$ cat src/rtl/id_stage_pipe.sv
`default_nettype none
// ============================================================================
// id_stage_pipe : RV32I/E decode, register file with WB bypass, load-use
//                 interlock and the ID/EX pipeline register.
// Revision      : 1.0
// ============================================================================
module id_stage_pipe #(
   parameter int XLEN      = 32,
   parameter int NREG      = 32,
   parameter bit WB_BYPASS = 1'b1,
   parameter bit HAZARD_EN = 1'b1
) (
   input  logic            clk,
   input  logic            rst,
   input  logic            if_valid,
   input  logic [31:0]     if_instr,
   input  logic [XLEN-1:0] if_pc,
   output logic            id_ready,
   input  logic            ex_stall,
   input  logic            flush,
   input  logic            wb_we,
   input  logic [4:0]      wb_rd_idx,
   input  logic [XLEN-1:0] wb_data,
   output logic            ex_valid,
   output logic [3:0]      ex_alu_op,
   output logic [2:0]      ex_br_op,
   output logic [2:0]      ex_funct3,
   output logic            ex_op1_sel,
   output logic            ex_op2_sel,
   output logic            ex_mem_rd,
   output logic            ex_mem_wr,
   output logic            ex_wb_sel,
   output logic [4:0]      ex_rd_idx,
   output logic [4:0]      ex_rs1_idx,
   output logic [4:0]      ex_rs2_idx,
   output logic [XLEN-1:0] ex_rs1_data,
   output logic [XLEN-1:0] ex_rs2_data,
   output logic [XLEN-1:0] ex_imm,
   output logic [XLEN-1:0] ex_pc,
   output logic [XLEN-1:0] ex_pc4,
   output logic            ex_illegal
);

   localparam int IW = $clog2(NREG);

   localparam logic [6:0] OPC_LUI   = 7'b0110111;
   localparam logic [6:0] OPC_AUIPC = 7'b0010111;
   localparam logic [6:0] OPC_JAL   = 7'b1101111;
   localparam logic [6:0] OPC_JALR  = 7'b1100111;
   localparam logic [6:0] OPC_BRA   = 7'b1100011;
   localparam logic [6:0] OPC_LD    = 7'b0000011;
   localparam logic [6:0] OPC_ST    = 7'b0100011;
   localparam logic [6:0] OPC_OPI   = 7'b0010011;
   localparam logic [6:0] OPC_OP    = 7'b0110011;

   localparam logic [3:0] ALU_ADD   = 4'b0000;
   localparam logic [3:0] ALU_NOP   = 4'b1111;
   localparam logic [2:0] BR_UNCOND = 3'b010;
   localparam logic [2:0] BR_NOBRA  = 3'b011;

   typedef struct packed {
      logic            valid;
      logic [3:0]      alu_op;
      logic [2:0]      br_op;
      logic [2:0]      funct3;
      logic            op1_sel;
      logic            op2_sel;
      logic            mem_rd;
      logic            mem_wr;
      logic            wb_sel;
      logic [4:0]      rd_idx;
      logic [4:0]      rs1_idx;
      logic [4:0]      rs2_idx;
      logic [XLEN-1:0] rs1_data;
      logic [XLEN-1:0] rs2_data;
      logic [XLEN-1:0] imm;
      logic [XLEN-1:0] pc;
      logic [XLEN-1:0] pc4;
      logic            illegal;
   } idex_t;

   function automatic idex_t bubble();
      idex_t b;
      b        = '0;
      b.alu_op = ALU_NOP;
      b.br_op  = BR_NOBRA;
      return b;
   endfunction

   function automatic logic in_range(input logic [4:0] idx);
      return {1'b0, idx} < 6'(NREG);
   endfunction

   logic [XLEN-1:0] rf_q [NREG];
   idex_t           ex_q, ex_d, dec;

   logic [6:0]      opc;
   logic [2:0]      f3;
   logic [4:0]      rd, rs1, rs2;
   logic            is_lui, is_auipc, is_jal, is_jalr, is_bra, is_ld, is_st, is_opi, is_op;
   logic            rs1_used, rs2_used, rd_used, illegal, hazard;
   logic [XLEN-1:0] rs1_rf, rs2_rf;

   assign opc      = if_instr[6:0];
   assign f3       = if_instr[14:12];
   assign rd       = if_instr[11:7];
   assign rs2      = if_instr[24:20];
   assign is_lui   = (opc == OPC_LUI);
   assign is_auipc = (opc == OPC_AUIPC);
   assign is_jal   = (opc == OPC_JAL);
   assign is_jalr  = (opc == OPC_JALR);
   assign is_bra   = (opc == OPC_BRA);
   assign is_ld    = (opc == OPC_LD);
   assign is_st    = (opc == OPC_ST);
   assign is_opi   = (opc == OPC_OPI);
   assign is_op    = (opc == OPC_OP);

   // LUI reads x0 so the ALU computes 0 + imm.
   assign rs1      = is_lui ? 5'd0 : if_instr[19:15];
   assign rs1_used = !(is_lui || is_auipc || is_jal);
   assign rs2_used = is_op || is_st || is_bra;
   assign rd_used  = !(is_st || is_bra);

   assign illegal = !(is_lui || is_auipc || is_jal || is_jalr || is_bra ||
                      is_ld || is_st || is_opi || is_op)
                    || (rs1_used && !in_range(rs1))
                    || (rs2_used && !in_range(rs2))
                    || (rd_used  && !in_range(rd));

   always_ff @(posedge clk or negedge rst) begin
      if (!rst) begin
         for (int i = 0; i < NREG; i++) rf_q[i] <= '0;
      end else if (wb_we && (wb_rd_idx != 5'd0) && in_range(wb_rd_idx)) begin
         rf_q[wb_rd_idx[IW-1:0]] <= wb_data;
      end
   end

   always_comb begin
      rs1_rf = '0;
      rs2_rf = '0;
      if (in_range(rs1)) rs1_rf = rf_q[rs1[IW-1:0]];
      if (in_range(rs2)) rs2_rf = rf_q[rs2[IW-1:0]];
      if (WB_BYPASS && wb_we && (wb_rd_idx == rs1) && (rs1 != 5'd0)) rs1_rf = wb_data;
      if (WB_BYPASS && wb_we && (wb_rd_idx == rs2) && (rs2 != 5'd0)) rs2_rf = wb_data;
   end

   always_comb begin
      dec          = '0;
      dec.valid    = 1'b1;
      dec.funct3   = f3;
      dec.op1_sel  = is_bra || is_auipc || is_jal;
      dec.op2_sel  = !is_op;
      dec.mem_rd   = is_ld;
      dec.mem_wr   = is_st;
      dec.wb_sel   = is_jal || is_jalr;
      dec.rd_idx   = rd_used ? rd : 5'd0;
      dec.rs1_idx  = rs1;
      dec.rs2_idx  = rs2;
      dec.rs1_data = rs1_rf;
      dec.rs2_data = rs2_rf;
      dec.pc       = if_pc;
      dec.pc4      = if_pc + XLEN'(4);
      dec.alu_op   = ALU_ADD;
      dec.br_op    = is_bra ? f3 : ((is_jal || is_jalr) ? BR_UNCOND : BR_NOBRA);
      if (is_op)
         dec.alu_op = {if_instr[30], f3};
      else if (is_opi)
         dec.alu_op = {(f3 == 3'b101) && if_instr[30], f3};

      if (is_opi && (f3 == 3'b001 || f3 == 3'b101))
         dec.imm = XLEN'(if_instr[24:20]);
      else if (is_opi || is_ld || is_jalr)
         dec.imm = XLEN'($signed(if_instr[31:20]));
      else if (is_st)
         dec.imm = XLEN'($signed({if_instr[31:25], if_instr[11:7]}));
      else if (is_bra)
         dec.imm = XLEN'($signed({if_instr[31], if_instr[7], if_instr[30:25],
                                  if_instr[11:8], 1'b0}));
      else if (is_lui || is_auipc)
         dec.imm = XLEN'($signed({if_instr[31:12], 12'b0}));
      else if (is_jal)
         dec.imm = XLEN'($signed({if_instr[31], if_instr[19:12], if_instr[20],
                                  if_instr[30:21], 1'b0}));

      if (illegal) begin
         dec.illegal = 1'b1;
         dec.alu_op  = ALU_NOP;
         dec.br_op   = BR_NOBRA;
         dec.rd_idx  = 5'd0;
         dec.mem_rd  = 1'b0;
         dec.mem_wr  = 1'b0;
      end
   end

   assign hazard = HAZARD_EN && ex_q.valid && ex_q.mem_rd && (ex_q.rd_idx != 5'd0) && if_valid
                   && ((rs1_used && (rs1 == ex_q.rd_idx)) || (rs2_used && (rs2 == ex_q.rd_idx)));

   assign id_ready = !ex_stall && !hazard;

   always_comb begin
      ex_d = ex_q;
      if (flush)
         ex_d = bubble();
      else if (!ex_stall)
         ex_d = (hazard || !if_valid) ? bubble() : dec;
   end

   always_ff @(posedge clk or negedge rst) begin
      if (!rst) ex_q <= bubble();
      else      ex_q <= ex_d;
   end

   assign ex_valid    = ex_q.valid;
   assign ex_alu_op   = ex_q.alu_op;
   assign ex_br_op    = ex_q.br_op;
   assign ex_funct3   = ex_q.funct3;
   assign ex_op1_sel  = ex_q.op1_sel;
   assign ex_op2_sel  = ex_q.op2_sel;
   assign ex_mem_rd   = ex_q.mem_rd;
   assign ex_mem_wr   = ex_q.mem_wr;
   assign ex_wb_sel   = ex_q.wb_sel;
   assign ex_rd_idx   = ex_q.rd_idx;
   assign ex_rs1_idx  = ex_q.rs1_idx;
   assign ex_rs2_idx  = ex_q.rs2_idx;
   assign ex_rs1_data = ex_q.rs1_data;
   assign ex_rs2_data = ex_q.rs2_data;
   assign ex_imm      = ex_q.imm;
   assign ex_pc       = ex_q.pc;
   assign ex_pc4      = ex_q.pc4;
   assign ex_illegal  = ex_q.illegal;

endmodule
`default_nettype wire

$ cat config.mk
export PLATFORM = sky130hd
export DESIGN_NAME = id_stage_pipe
export DESIGN_NICKNAME = d
export VERILOG_FILES = /design/src/rtl/id_stage_pipe.sv
export SDC_FILE = /design/constraint.sdc
export NUM_CORES = 2
export LEC_CHECK = 0
export CELL_PAD_IN_SITES_DETAIL_PLACEMENT = 0
export CELL_PAD_IN_SITES_GLOBAL_PLACEMENT = 2
export CORE_ASPECT_RATIO = 0.5
export CORE_MARGIN = 3
export CORE_UTILIZATION = 35
export DETAILED_ROUTE_END_ITERATION = 8
export PLACE_DENSITY = 0.7
export SLEW_MARGIN = 20
export SYNTH_ARGS = -nofsm -noshare
export SYNTH_HDL_FRONTEND = slang
export SYNTH_SLANG_ARGS = --single-unit
export TNS_END_PERCENT = 10
$ cat constraint.sdc
create_clock -name clk -period 4.2 [get_ports clk]
set_input_delay 0.84 -clock clk [delete_from_list [all_inputs] [get_ports clk]]
set_output_delay 0.84 -clock clk [all_outputs]
set_load 0.005 [all_outputs]
==> Yosys cells after proc, flatten, opt, wreduce, memory -nomap -nowiden <==
Cells that the tools add are included.
{ "totals": {"out_inout_bits": 193, "wordCells": 147, "inputBits": 107, "register_bits": 1216} }
{ "op_classes": {"order_cmp": 4, "muxes": 30, "addsub": 1, "n_eq_ne": 16, "n_bitwise": 3, "reduce_logical": 43} }
{ "op_table": {"columns": ["op", "n"], "rows": [
  ["1024-bit bitwise mux", 1],
  ["192-bit 2-to-1 mux", 3],
  ["32-bit 2-to-1 mux", 13],
  ["32-bit binary-select mux with 5-bit select", 2],
  ["32-bit demux with 5-bit select", 1],
  ["32-bit by 3-bit adder with 32-bit output, second input constant", 1],
  ["7-bit by 6-bit equality test with 1-bit output, second input constant", 3],
  ["7-bit equality test, second input constant", 3],
  ["5-bit equality test", 4],
  ["5-bit nonzero test", 4],
  ["1-bit logical OR", 19],
  ["6-bit >= comparator, second input constant", 3],
  ["5-bit inverter with 6-bit output", 3],
  ["1-bit logical AND", 15],
  ["5-bit 2-to-1 mux", 3],
  ["7-bit by 5-bit equality test with 1-bit output, second input constant", 2],
  ["4-bit 2-to-1 mux", 2],
  ["7-bit by 2-bit equality test with 1-bit output, second input constant", 1],
  ["7-bit 2-to-1 mux", 1],
  ["6-bit by 1-bit < comparator with 1-bit output, second input constant", 1],
  ["1-bit zero test", 5],
  ["3-bit by 1-bit equality test with 1-bit output, second input constant", 1],
  ["3-bit equality test, second input constant", 1],
  ["3-bit 2-to-1 mux", 1],
  ["other kinds (3)", 4]
]} }

==> Depth between registers and ports, before layout <==
{ "depth": {"word_depth": 13, "mapped_depth": 11, "ltp_nobuf": 7} }

==> Least setup slack after synthesis <==
No wires, ideal clock.
{ "synth_path": {"kind": "input -> register", "start": "input port if_instr[3]", "end": "register ex_q (netlist bit ex_imm[21])", "setup_ns": 0.065, "required_time_ns": 4.135, "n_path_buf": 4, "cell_stages": 10, "setup_slack_ns": 1.386, "t_arrival_ns": 2.749, "path_cell_list": "buf_6 -> nand4bb_4 -> buf_4 -> o21ai_1 -> xor2_1 -> a311o_4 -> buf_6 -> a21oi_4 -> buf_6 -> a22o_1"} }
{ "synth_via": {"elab_chain_cells": 11, "word_cells_on_any_way": 33, "cone_classes": "eq/ne (10); mux (10); reduce/logical (13)"} }
{ "synth_lines": {"columns": ["element", "line_no", "source"], "rows": [
  ["start: declaration", "16", "input logic [31:0] if_instr,"],
  ["parallel branches: the longest is 8 deep, another holds 32-bit 2-to-1 mux", null, null],
  ["192-bit 2-to-1 mux (*)", "205", "ex_d = (hazard || !if_valid) ? bubble() : dec;"],
  ["192-bit 2-to-1 mux (*)", "204", "else if (!ex_stall)"],
  ["192-bit 2-to-1 mux (*)", "202", "if (flush)"],
  ["end signal: assignment", "209", "if (!rst) ex_q <= bubble();"],
  ["end: declaration", "95", "idex_t ex_q, ex_d, dec;"]
]} }
Every way passes the cells marked *. The select of a mux whose other input is x is not followed.
A chain may end at the register's enable or synchronous reset.

==> Final worst setup path <==
{ "layout_path": {"start": "input port if_instr[6]", "end": "output port id_ready"} }
{ "layout_via": {"elab_chain_cells": 9, "word_cells_on_any_way": 19, "cone_classes": "eq/ne (7); mux (1); reduce/logical (11)"} }
{ "layout_lines": {"columns": ["element", "line_no", "source"], "rows": [
  ["parallel branches: the longest is 5 deep, another holds 7-bit by 6-bit equality test with 1-bit output", null, null],
  ["1-bit logical OR (*)", "196", "&& ((rs1_used && (rs1 == ex_q.rd_idx)) || (rs2_used && (rs2 == ex_q.rd_idx)));"],
  ["1-bit logical AND (*)", "196", null],
  ["1-bit zero test (*)", "198", "assign id_ready = !ex_stall && !hazard;"],
  ["1-bit logical AND (*)", "198", null],
  ["end: declaration", "18", "output logic id_ready,"]
]} }
Every way passes the cells marked *.

==> impl_results.md <==
- FMAX: 0.2478 GHz
- Final #Nets: 5479
- DRT antenna net count: 0
- Tmin final: 4.035 ns
- Initial DRT Pass Iterations: 6
- Final WL: 256.1 mm
- Layout cells sized above 1: around 35%
- DRC: 0
- Wire per inst: 32.14 um
- Core Footprint: around 180000 sq um
- Final setup fails: 0
- Fin worst setup slack: between 0.15 and 0.2 ns
- Worst Path Arrival: 3.20 ns
- Top_reg_cell synth: dfrtp_1
- Most common cell after layout, fill and taps aside: dfrtp_1
- Hold Path Class: register to register
- Number of global-route vias before repair: roughly 49000
- Syn nets: ~5500
- Netlist cell types: roughly 70
- Relative slew slack: 19.31%
- Die X: between 600 and 700 um
- Sink Count: around 1200
- Period utilization: ~96%
- # fillers: ~17000
- #FFs+latches synth: 1214
- Post-place setup slack: between 0.15 and 0.2 ns
- Crit-path max FO: 11
- Commonest non-fill, non-tap cells in the layout: 1208 x dfrtp_1, 1052 x mux2_2, 335 x a21oi_1, 288 x mux2i_1, 288 x mux4_2
- Utilization after layout: approximately two fifths
- CTS Root Cell: clkbuf_16
- Pin count of the biggest net entering global routing: 146
- Power, Total: roughly 33000 uW
- Worst vdd ir: roughly 0.33 mV
- Clock buffer depth: 3
- Initial Util: a little over a third
- Post-cts resize count: 0
- Vias/cell: between 6 and 7
- Die height: ~310 um
- Synth Cell Area: between 60000 and 70000 sq um
- I/O pin count: 300
- CP startpoint kind: input pin
- Fin. Hold Viols: 0
- Max-slew violation count: 0
- Row count: between 100 and 150
- First-pass GRT wire length: 367.0 mm
- Clock Skew: between 0.03 and 0.04 ns
- PortBufs: around 300
- DR iter-0 viols: between 5000 and 6000
- Total gr overflow: 0
- Number of synthesized flops with an enable pin: 0
- Vias: about 49000
- RSZ-0062 raised after global routing: false
- Total Routing Usage GR: between 20% and 30%
- Pwr Density: around 440 nW/um^2
- Clk slew on worst S/H paths: roughly 0.060 ns
- Post-CTS Setup Bufs: 0
- Leakage: 0.03254 uW
- Routability Congestion: about 0.82
- Post-DP HPWL: about 150 mm
- CTS Buf Count: roughly 120
- Crit end category: output pin
- Max Cap Viol: 0
- Worst-Margin Slew: 1.210 ns
- Ys Warns: 0
- Worst EP required: 3.36 ns
- TritonCTS clock tree: built
- Die footprint: 192500 sq um
- Status: complete, no violations
- Syn Area/Cell: roughly 12 sq um
- Setup tns final: 0 ns
- Synth-to-Final Area Change: 15.86%
- H-Tree Depth: 3
- Critical Setup Path Class: input pin to output pin
- Post-synthesis cell count: roughly 5400
- Register area share after synthesis: 46.43%
- Initial antenna violation count: 9
- Post-synth ARST share: between 90% and 100%
- Worst-skew pair later-pin latency: 0.76 ns
path summary, 6_finish.rpt:
kind,from,to,slack [ns],cells past startpoint
min in group asynchronous,rst,rf_q[88],0.62,2
max in group asynchronous,rst,rf_q[636],2.16,3
worst max register to register,ex_rd_idx[1],ex_rs1_data[4],1.76,8
worst min register to register,rf_q[1008],rf_q[1008],0.42,0
worst min-delay path,rf_q[1008],rf_q[1008],0.42,0
worst max-delay path,if_instr[6],id_ready,0.16,6
Yosys cell counts (all sizes together) (3+ instances only):
master	count	area, sq um
a21oi	336	1693
o21ai	221	1110
nor2	208	783.3
mux2	1056	11890
o221ai	128	1121
o2111ai	31	271.5
buf	186	864.6
a211oi	64	480.5
nor3b	4	30.03
or2	101	631.9
a22o	65	569.3
inv	5	18.77
nand2	214	805.8
clkbuf	420	1582
mux2i	288	2883
nand4	6	37.54
xnor2	26	227.7
a32o	12	120.1
nand3	52	265.3
a32oi	33	289.0
xor2	19	166.4
a2bb2oi	31	271.5
dfstp	6	157.7
or4	3	22.52
nor2b	103	644.4
o32ai	34	297.8
nor4	3	25.02
and4	5	43.79
mux4	288	6486
a31oi	4	25.02
a22oi	37	277.8
nor3	14	80.08
o22ai	97	606.8
dfrtp	1208	30230
nor4bb	3	30.03
nand2b	4	25.02
and3	10	67.56
nand3b	5	37.54
cell families (layout without fill, tap and decap cells):
logic type | count (synthesis) | count (layout) | synth area share, %
AOI/OAI and AO/OA | 1105 | 1105 | 11.09
xor gates and xnor gates | 45 | 45 | 0.6023
adders and majority gates | 1 | 1 | 0.01912
buffers and inverters | 611 | 731 | 3.766
DFF | 1214 | 1214 | 46.43
muxes | 1632 | 1632 | 32.49
other | 0 | 5 | 0
and+or+nand+nor | 747 | 747 | 5.606
layer usage:
| layer | global-route usage [%] | wire, um | part of all wire, % | vias up |
|---|---|---|---|---|
| li1 | - | - | - | 20160 |
| met1 | 37.31 | 113300 | 44 | 26200 |
| met2 | 39.03 | 113200 | 44 | 2169 |
| met3 | 5.919 | 21570 | 8.4 | 431 |
| met4 | 7.872 | 8034 | 3.1 | 2 |
| met5 | 0 | 13 | 0.0051 | - |
repair_timing:
| action | in CTS | in global routing |
|---|---|---|
| hold buffers | 1 | 0 |
| endpoints found under the setup margin | 0 | 0 |
| endpoints found under the hold margin | 4 | 0 |
critical path: stages:
cell             delay [ns]
clkdlybuf4s50_1        0.59
nand4bb_4              0.38
o21ai_1                0.26
xor2_1                 0.39
a31oi_1                0.22
clkdlybuf4s50_1        0.50
per-stage QoR:
stage               hold slack [ns]  instance area (sq um)  cells
floorplan                    0.4634                  65440   5355
global placement             0.4017                  71740   7733
detailed placement           0.4056                  71740   7733
CTS                          0.3896                  75920   7961
global route                 0.4219                  75810   7962
finish                       0.4187                  75820   7966
where the power goes:
group / internal (uW) / total, uW / leakage (uW) / switching [uW]
clock network: 6590 / 11600 / 0.00205 / 5030
logic: 3520 / 6360 / 0.0148 / 2840
registers: 13600 / 15200 / 0.0157 / 1530
layout make-up:
cell class / count / area (sq um) / share of cell area [%]
Sequential cell: 1214 / 30390 / 40.08
Clock buffer: 185 / 3643 / 4.806
Clock inverter: 42 / 533.0 / 0.7030
Timing Repair Buffer: 499 / 5186 / 6.840
Tap cell: 2486 / 3110 / 4.103
Inverter: 5 / 18.77 / 0.02475
Antenna cell: 5 / 12.51 / 0.01650
Multi-Input combinational cell: 3530 / 32930 / 43.43
flip-flops by register name (all words and copies together), names as in the netlist, 30 cells and up:
| signal | count |
|---|---|
| ex_imm | 32 |
| ex_pc | 30 |
| ex_pc4 | 32 |
| ex_rs1_data | 32 |
| ex_rs2_data | 32 |
| rf_q | 1024 |
No activity file was read; power rests on OpenSTA's default activity.
